### config.mk
export PLATFORM = sky130hd
export DESIGN_NAME = mbtrain_sb_arbiter
export DESIGN_NICKNAME = d
export VERILOG_FILES = /design/src/rtl/ltsm_pkg.sv /design/src/rtl/sb_timeout_counter.sv /design/src/rtl/mbtrain_sb_arbiter.sv
export SDC_FILE = /design/constraint.sdc
export NUM_CORES = 1
export LEC_CHECK = 0
export ABC_CLOCK_PERIOD_IN_PS = 3900
export CAP_MARGIN = 10
export CORE_MARGIN = 5
export CORE_UTILIZATION = 45
export CTS_CLUSTER_SIZE = 28
export DETAILED_ROUTE_END_ITERATION = 10
export HOLD_SLACK_MARGIN = 0.12
export PLACE_DENSITY = 0.76
export SLEW_MARGIN = 20
export SYNTH_ARGS = -nofsm -noshare
export SYNTH_HDL_FRONTEND = slang
export SYNTH_HIERARCHICAL = 1
export SYNTH_SLANG_ARGS = --single-unit
### constraint.sdc
create_clock -name clk -period 3.9 [get_ports clk]
set_input_delay 0.78 -clock clk [delete_from_list [all_inputs] [get_ports clk]]
set_output_delay 0.78 -clock clk [all_outputs]
set_load 0.05 [all_outputs]
### src/rtl/ltsm_pkg.sv
// Shared LTSM definitions: MBTRAIN sideband message codes, sideband
// arbiter state encoding and requester source identifiers.
package ltsm_pkg;

  // MBTRAIN sideband message codes; 4'b0000 means "no response to send"
  localparam logic [3:0] MSG_NONE                     = 4'b0000;
  localparam logic [3:0] MSG_START_REQ                = 4'b0001;
  localparam logic [3:0] MSG_START_RESP               = 4'b0010;
  localparam logic [3:0] MSG_DONE_REQ                 = 4'b0011;
  localparam logic [3:0] MSG_DONE_RESP                = 4'b0100;
  localparam logic [3:0] MSG_EXIT_TO_REPAIR_REQ       = 4'b0101;
  localparam logic [3:0] MSG_EXIT_TO_REPAIR_RESP      = 4'b0110;
  localparam logic [3:0] MSG_EXIT_TO_SPEEDDEGRADE_REQ = 4'b0111;
  localparam logic [3:0] MSG_EXIT_TO_SPEEDDEGRADE_RESP= 4'b1000;
  localparam logic [3:0] MSG_MULTI_MODULE_DIS_REQ     = 4'b1001;
  localparam logic [3:0] MSG_MULTI_MODULE_DIS_RESP    = 4'b1010;
  localparam logic [3:0] MSG_EXIT_TO_PHYRETRAIN_REQ   = 4'b1011;
  localparam logic [3:0] MSG_EXIT_TO_PHYRETRAIN_RESP  = 4'b1100;

  // Requester identifiers as driven on o_sb_src
  localparam logic SRC_TX = 1'b0;
  localparam logic SRC_RX = 1'b1;

  // Sideband arbiter FSM states
  typedef enum logic [2:0] {
    IDLE,
    ARB,
    LAUNCH,
    WAIT_HI,
    WAIT_LO,
    DONE,
    ERROR
  } arb_state_e;

endpackage

### src/rtl/sb_timeout_counter.sv
// Per-message timeout counter for the sideband busy window.
// expired flags the cycle on whose closing edge the count reaches
// TIMEOUT_CYCLES-1, so the owner can react on that same edge.
module sb_timeout_counter #(
  parameter int unsigned TIMEOUT_CYCLES = 800000,
  parameter int unsigned CNT_W          = $clog2(TIMEOUT_CYCLES)
) (
  input  logic clk,
  input  logic rst_n,
  input  logic clear,
  input  logic enable,
  output logic expired
);

  logic [CNT_W-1:0] cnt;

  // Count enabled cycles; clear has priority over counting
  always_ff @(posedge clk or negedge rst_n) begin
    if (!rst_n) begin
      cnt <= '0;
    end else if (clear) begin
      cnt <= '0;
    end else if (enable) begin
      cnt <= cnt + CNT_W'(1);
    end
  end

  // Terminal count is reached by the increment taken on this edge
  always_comb begin
    expired = enable && (cnt == CNT_W'(TIMEOUT_CYCLES - 2));
  end

endmodule

### src/rtl/mbtrain_sb_arbiter.sv
// Round-robin arbiter sharing the LTSM sideband transmit path between the
// TX-side and RX-side MBTRAIN sub-state FSMs, with busy-window tracking,
// per-requester completion pulses and a sticky per-message timeout.
module mbtrain_sb_arbiter
  import ltsm_pkg::*;
#(
  parameter int unsigned TIMEOUT_CYCLES = 800000,
  parameter int unsigned CNT_W          = $clog2(TIMEOUT_CYCLES)
) (
  input  logic       clk,
  input  logic       rst_n,
  input  logic       i_en,
  input  logic [3:0] i_tx_msg,
  input  logic       i_tx_valid,
  input  logic [3:0] i_rx_msg,
  input  logic       i_rx_valid,
  input  logic       i_sb_busy,
  output logic [3:0] o_sb_msg,
  output logic       o_sb_msg_valid,
  output logic       o_sb_src,
  output logic       o_tx_busy_negedge,
  output logic       o_rx_busy_negedge,
  output logic       o_timeout
);

  arb_state_e state;
  logic       served_tx;
  logic       served_rx;
  logic       last_grant;
  logic       elig_tx;
  logic       elig_rx;
  logic       grant_src;
  logic [3:0] grant_msg;
  logic       cnt_clear;
  logic       cnt_enable;
  logic       expired;

  // Eligibility and round-robin pick; ties go to the requester not served last
  always_comb begin
    elig_tx   = i_tx_valid && !served_tx;
    elig_rx   = i_rx_valid && !served_rx;
    grant_src = SRC_TX;
    if (elig_tx && elig_rx) begin
      grant_src = ~last_grant;
    end else if (elig_rx) begin
      grant_src = SRC_RX;
    end
    grant_msg = (grant_src == SRC_RX) ? i_rx_msg : i_tx_msg;
  end

  // Timeout counter runs only while the busy window is being tracked
  always_comb begin
    cnt_clear  = !i_en || (state == LAUNCH);
    cnt_enable = (state == WAIT_HI) || (state == WAIT_LO);
  end

  sb_timeout_counter #(
    .TIMEOUT_CYCLES (TIMEOUT_CYCLES),
    .CNT_W          (CNT_W)
  ) u_timeout (
    .clk     (clk),
    .rst_n   (rst_n),
    .clear   (cnt_clear),
    .enable  (cnt_enable),
    .expired (expired)
  );

  // Arbiter FSM with registered outputs and served/round-robin bookkeeping
  always_ff @(posedge clk or negedge rst_n) begin
    if (!rst_n) begin
      state             <= IDLE;
      served_tx         <= 1'b0;
      served_rx         <= 1'b0;
      last_grant        <= SRC_RX;
      o_sb_msg          <= '0;
      o_sb_msg_valid    <= 1'b0;
      o_sb_src          <= SRC_TX;
      o_tx_busy_negedge <= 1'b0;
      o_rx_busy_negedge <= 1'b0;
      o_timeout         <= 1'b0;
    end else begin
      o_sb_msg_valid    <= 1'b0;
      o_tx_busy_negedge <= 1'b0;
      o_rx_busy_negedge <= 1'b0;
      // A served flag lasts only while its request level stays high
      if (!i_tx_valid) served_tx <= 1'b0;
      if (!i_rx_valid) served_rx <= 1'b0;

      if (!i_en) begin
        state     <= IDLE;
        served_tx <= 1'b0;
        served_rx <= 1'b0;
        o_timeout <= 1'b0;
      end else begin
        case (state)
          IDLE: state <= ARB;
          ARB: begin
            if (elig_tx || elig_rx) begin
              o_sb_msg <= grant_msg;
              o_sb_src <= grant_src;
              if (grant_msg == MSG_NONE) begin
                // Nothing to send: complete immediately without a launch
                state <= DONE;
                if (grant_src == SRC_RX) o_rx_busy_negedge <= 1'b1;
                else                     o_tx_busy_negedge <= 1'b1;
              end else begin
                state          <= LAUNCH;
                o_sb_msg_valid <= 1'b1;
              end
            end
          end
          LAUNCH: state <= WAIT_HI;
          WAIT_HI: begin
            if (expired) begin
              state     <= ERROR;
              o_timeout <= 1'b1;
            end else if (i_sb_busy) begin
              state <= WAIT_LO;
            end
          end
          WAIT_LO: begin
            if (expired) begin
              state     <= ERROR;
              o_timeout <= 1'b1;
            end else if (!i_sb_busy) begin
              state <= DONE;
              if (o_sb_src == SRC_RX) o_rx_busy_negedge <= 1'b1;
              else                    o_tx_busy_negedge <= 1'b1;
            end
          end
          DONE: begin
            state      <= ARB;
            last_grant <= o_sb_src;
            if (o_sb_src == SRC_RX) served_rx <= 1'b1;
            else                    served_tx <= 1'b1;
          end
          ERROR: state <= ERROR;
          default: state <= IDLE;
        endcase
      end
    end
  end

endmodule
==> Flow_metrics.wiki <==
{| class="wikitable"
! Metric !! Value
|-
| Status || finished, final reports clean
|-
| Post-CTS repair timing setup buffer count || 0
|-
| Crit path DAT || 2.80 ns
|-
| Highest signal layer in the routed design || met4
|-
| Die area || 6020 µm²
|-
| Most frequently used flop master after synthesis || sky130_fd_sc_hd__dfrtp_1
|-
| Hold Path Class || reg2reg
|-
| Max-cap violations || 0
|-
| Number of vias after detailed routing || 1630
|-
| Proportion of layout cells with a drive suffix above 1 || 13.8%
|-
| Power density over the cells || 498 nW/µm²
|-
| Synth top area cells || sky130_fd_sc_hd__dfrtp_1 41%, sky130_fd_sc_hd__nand2_1 3.5%, sky130_fd_sc_hd__nor2_1 3.5%
|-
| Syn Inst Count || 210
|-
| Most frequent standard cell in the layout excluding fill and tap cells || sky130_fd_sc_hd__dfrtp_1
|-
| Routed length on met2 || 1910 µm
|-
| Clock tree root driver cell || sky130_fd_sc_hd__clkbuf_8
|-
| Area growth from synthesis to layout || 14.3%
|-
| PortBufs || 22
|-
| RSZ-0062 raised after global routing || no
|-
| Vias in the first global route || 1515
|-
| DR WL met3 || 172 µm
|-
| Total grt overflow || 0
|-
| Final core utilization || 53.6%
|-
| Total Neg Setup Slack || 0 ns
|-
| Number of nets in the layout || 247
|-
| Area share of the largest cell type after synthesis || 41.4%
|-
| Worst Setup EP || state[1]
|-
| Setup Viol. Count Final || 0
|-
| Number of primary I/O pins || 23
|-
| R2r startpoint || state[0]
|-
| LEAKAGE || 0.964 nW
|-
| Largest stage delay on the critical path || 0.52 ns
|-
| Starting DRT DRC Count || 115
|-
| M1 WL || 1760 µm
|-
| Share of synthesized area occupied by flip-flops and latches || 42.7%
|-
| Required time of the critical path || 4.11 ns
|-
| Post-synthesis average cell area || 9.78 µm²
|-
| Clock tree from TritonCTS || built
|-
| Average wire per cell in the routed design || 13.7 µm
|-
| Peak supply drop || 0.000294 V
|-
| Period utilisation layout || 66.3%
|-
| GRT Total Usage || 13.9%
|-
| Peak Freq || 386 MHz
|-
| Mapped Nets || 226
|-
| Vias per Instance || 5.74
|-
| Minimum clock period || 2.59 ns
|-
| Detailed placer's ending HPWL || 2830 µm
|-
| Slew HR || 49.2%
|-
| Cell area after technology mapping || 2050 µm²
|-
| Hold violation count in the final report || 0
|-
| Launch point of the worst path || state[0]
|-
| First-pass iteration count of the detailed router || 4
|-
| Leading cell types in the layout, fill and taps excluded || 34 x sky130_fd_sc_hd__dfrtp_1, 21 x sky130_fd_sc_hd__clkdlybuf4s50_1, 19 x sky130_fd_sc_hd__nand2_1, 19 x sky130_fd_sc_hd__nor2_1, 12 x sky130_fd_sc_hd__nand3_1
|-
| Insertion delay of the later-clocked pin in the worst-skew pair || 0.29 ns
|-
| Worst reg2reg endpoint || state[1]
|-
| Worst path slowest cell || sky130_fd_sc_hd__dfrtp_1
|-
| Critical Path, Cell by Cell || nand2b_4 -> o21ai_0 -> buf_4 -> nand3_1 -> nor3_1 -> nand2b_1 -> o21bai_2 -> o2111ai_2 -> a22oi_2
|-
| DRC || 0
|-
| EDFF count, synth || 0
|-
| Std-Cell Core Area || 4380 µm²
|-
| First-pass GRT wire length || 6930 µm
|-
| Chip Height || 77.6 µm
|-
| Cell taking the most area after synthesis || sky130_fd_sc_hd__dfrtp_1
|-
| Count of synthesis-stage warnings from yosys || 6
|-
| Count of pins over their slew limit || 0
|-
| Logic depth of the worst register-to-register path || 9
|-
| Final estimated routing congestion in global placement || 0.813
|-
| Crit path kind || reg2reg
|-
| Final routed wirelength across all metal layers || 3900 µm
|-
| Total number of cells along the worst setup path || 9
|-
| Maximum number of pins on one net before global-route repair || 36
|-
| Top cell family by delay on the critical path || simple AND/OR/NAND/NOR gates
|-
| Starting density of the core || 46.9%
|-
| Number of nets with antenna violations after routing || 0
|-
| Sinks on Clock Net || 35
|-
| ANT cells || 0
|-
| R2R setup slack || 1.31 ns
|-
| Synthesis-stage register bit count || 35
|-
| Actual transition at the worst max-transition pin || 0.763 ns
|-
| Nature of the critical path endpoint || flop
|-
| Maximum level of the CTS H-tree || 2
|-
| Fraction of registers with async set or reset after synthesis || 100%
|-
| Number of buffers between clock root and the deepest sink || 2
|-
| TritonCTS Buffers || 5
|-
| Number of antenna violations at the first check in global routing || 0
|-
| Highest net fanout along the worst path || 12
|-
| Crit path launch type || flop
|-
| Clock slew at reported path FFs || 0.07 ns
|-
| CTS Hold Bufs || 0
|-
| Sum of buffers and inverters on the critical path || 1
|-
| Overall die width || 77.6 µm
|-
| Number of distinct standard cells referenced by the synthesized netlist || 55
|-
| Number of rows in the core area || 24
|-
| Hold WS || 0.477 ns
|-
| Post-cts repair resize count || 0
|-
| Largest clock skew in the final design || 0.00692 ns
|}
## worst reg2reg max path, cell delays in order, from the launching register on
cell and delay [ns]:
sky130_fd_sc_hd__dfrtp_1 0.52, sky130_fd_sc_hd__nand2b_4 0.24, sky130_fd_sc_hd__o21ai_0 0.18, sky130_fd_sc_hd__buf_4 0.20, sky130_fd_sc_hd__nand3_1 0.10, sky130_fd_sc_hd__nor3_1 0.52, sky130_fd_sc_hd__nand2b_1 0.20, sky130_fd_sc_hd__o21bai_2 0.15
sky130_fd_sc_hd__o2111ai_2 0.19, sky130_fd_sc_hd__a22oi_2 0.22
## flip-flops by register name, indices dropped and copies added, names as in the netlist
| name | cells |
|---|---|
| o_sb_msg | 4 |
| o_tx_busy_negedge | 1 |
| served_tx | 1 |
| served_rx | 1 |
| last_grant | 1 |
| state | 3 |
| o_rx_busy_negedge | 1 |
| u_timeout/cnt | 20 |
| o_sb_msg_valid | 1 |
| o_sb_src | 1 |
| o_timeout | 1 |
## stage by stage
stage               power [mW]  setup WS [ns]  cells  cell area (µm²)
floorplan                0.828           1.55    210             2050
global placement         0.924           1.12    276             2260
detailed placement       0.927           1.07    276             2260
CTS                       1.18           1.38    284             2350
global route              1.24           1.14    284             2350
finish                    1.17           1.31    284             2350
## logic make-up after synthesis
group                      count (synthesis)  share of synthesized area, %
and+or+nand+nor                           99                          28.0
AOI/OAI and AO/OA                         40                          14.4
DFF                                       35                          42.7
buffers and inverters                     16                          5.48
xor gates and xnor gates                  12                          5.12
muxes                                      6                          3.05
adders and majority gates                  2                          1.22
## cells in the mapped netlist (5+ instances only)
library cell,count
sky130_fd_sc_hd__nor2_1,19
sky130_fd_sc_hd__nor2b_1,5
sky130_fd_sc_hd__nand3_1,12
sky130_fd_sc_hd__inv_1,6
sky130_fd_sc_hd__dfrtp_1,34
sky130_fd_sc_hd__xor2_1,8
sky130_fd_sc_hd__nand4_1,8
sky130_fd_sc_hd__nand2_1,19
sky130_fd_sc_hd__a21oi_1,8
sky130_fd_sc_hd__nor4_1,6
sky130_fd_sc_hd__o21ai_0,8
## metal layers
metal	vias to the layer above	GRT usage (%)
met5	-	0
met2	39	22.6
met4	0	4.64
li1	806	-
met3	7	2.89
met1	778	18.6
## worst min-delay path by stage
stage / from / to / slack [ns] / depth (start not counted)
after floorplan: last_grant / last_grant / 0.46 / 2
after global routing: o_sb_msg[0] / o_sb_msg[0] / 0.50 / 2
after detailed placement: o_sb_msg[0] / o_sb_msg[0] / 0.46 / 2
after global placement: o_sb_msg[0] / o_sb_msg[0] / 0.46 / 2
after CTS: o_sb_msg[0] / o_sb_msg[0] / 0.48 / 2
final: o_sb_msg[0] / o_sb_msg[0] / 0.48 / 2
## cell type report
cell class | count | area (µm²)
Fill cell | 387 | 2040
Multi-Input combinational cell | 159 | 1070
Sequential cell | 35 | 877
Timing Repair Buffer | 24 | 230
Clock buffer | 5 | 68.8
Tap cell | 52 | 65.1
Inverter | 6 | 22.5
Clock inverter | 3 | 15.0
## where the power goes
part           leakage [nW]  total (mW)  switching [mW]  internal, mW
Combinational         0.441       0.426           0.258         0.168
Sequential            0.475       0.493          0.0760         0.417
Clock                0.0477       0.251           0.129         0.122
(Power assumes the default switching activity.)
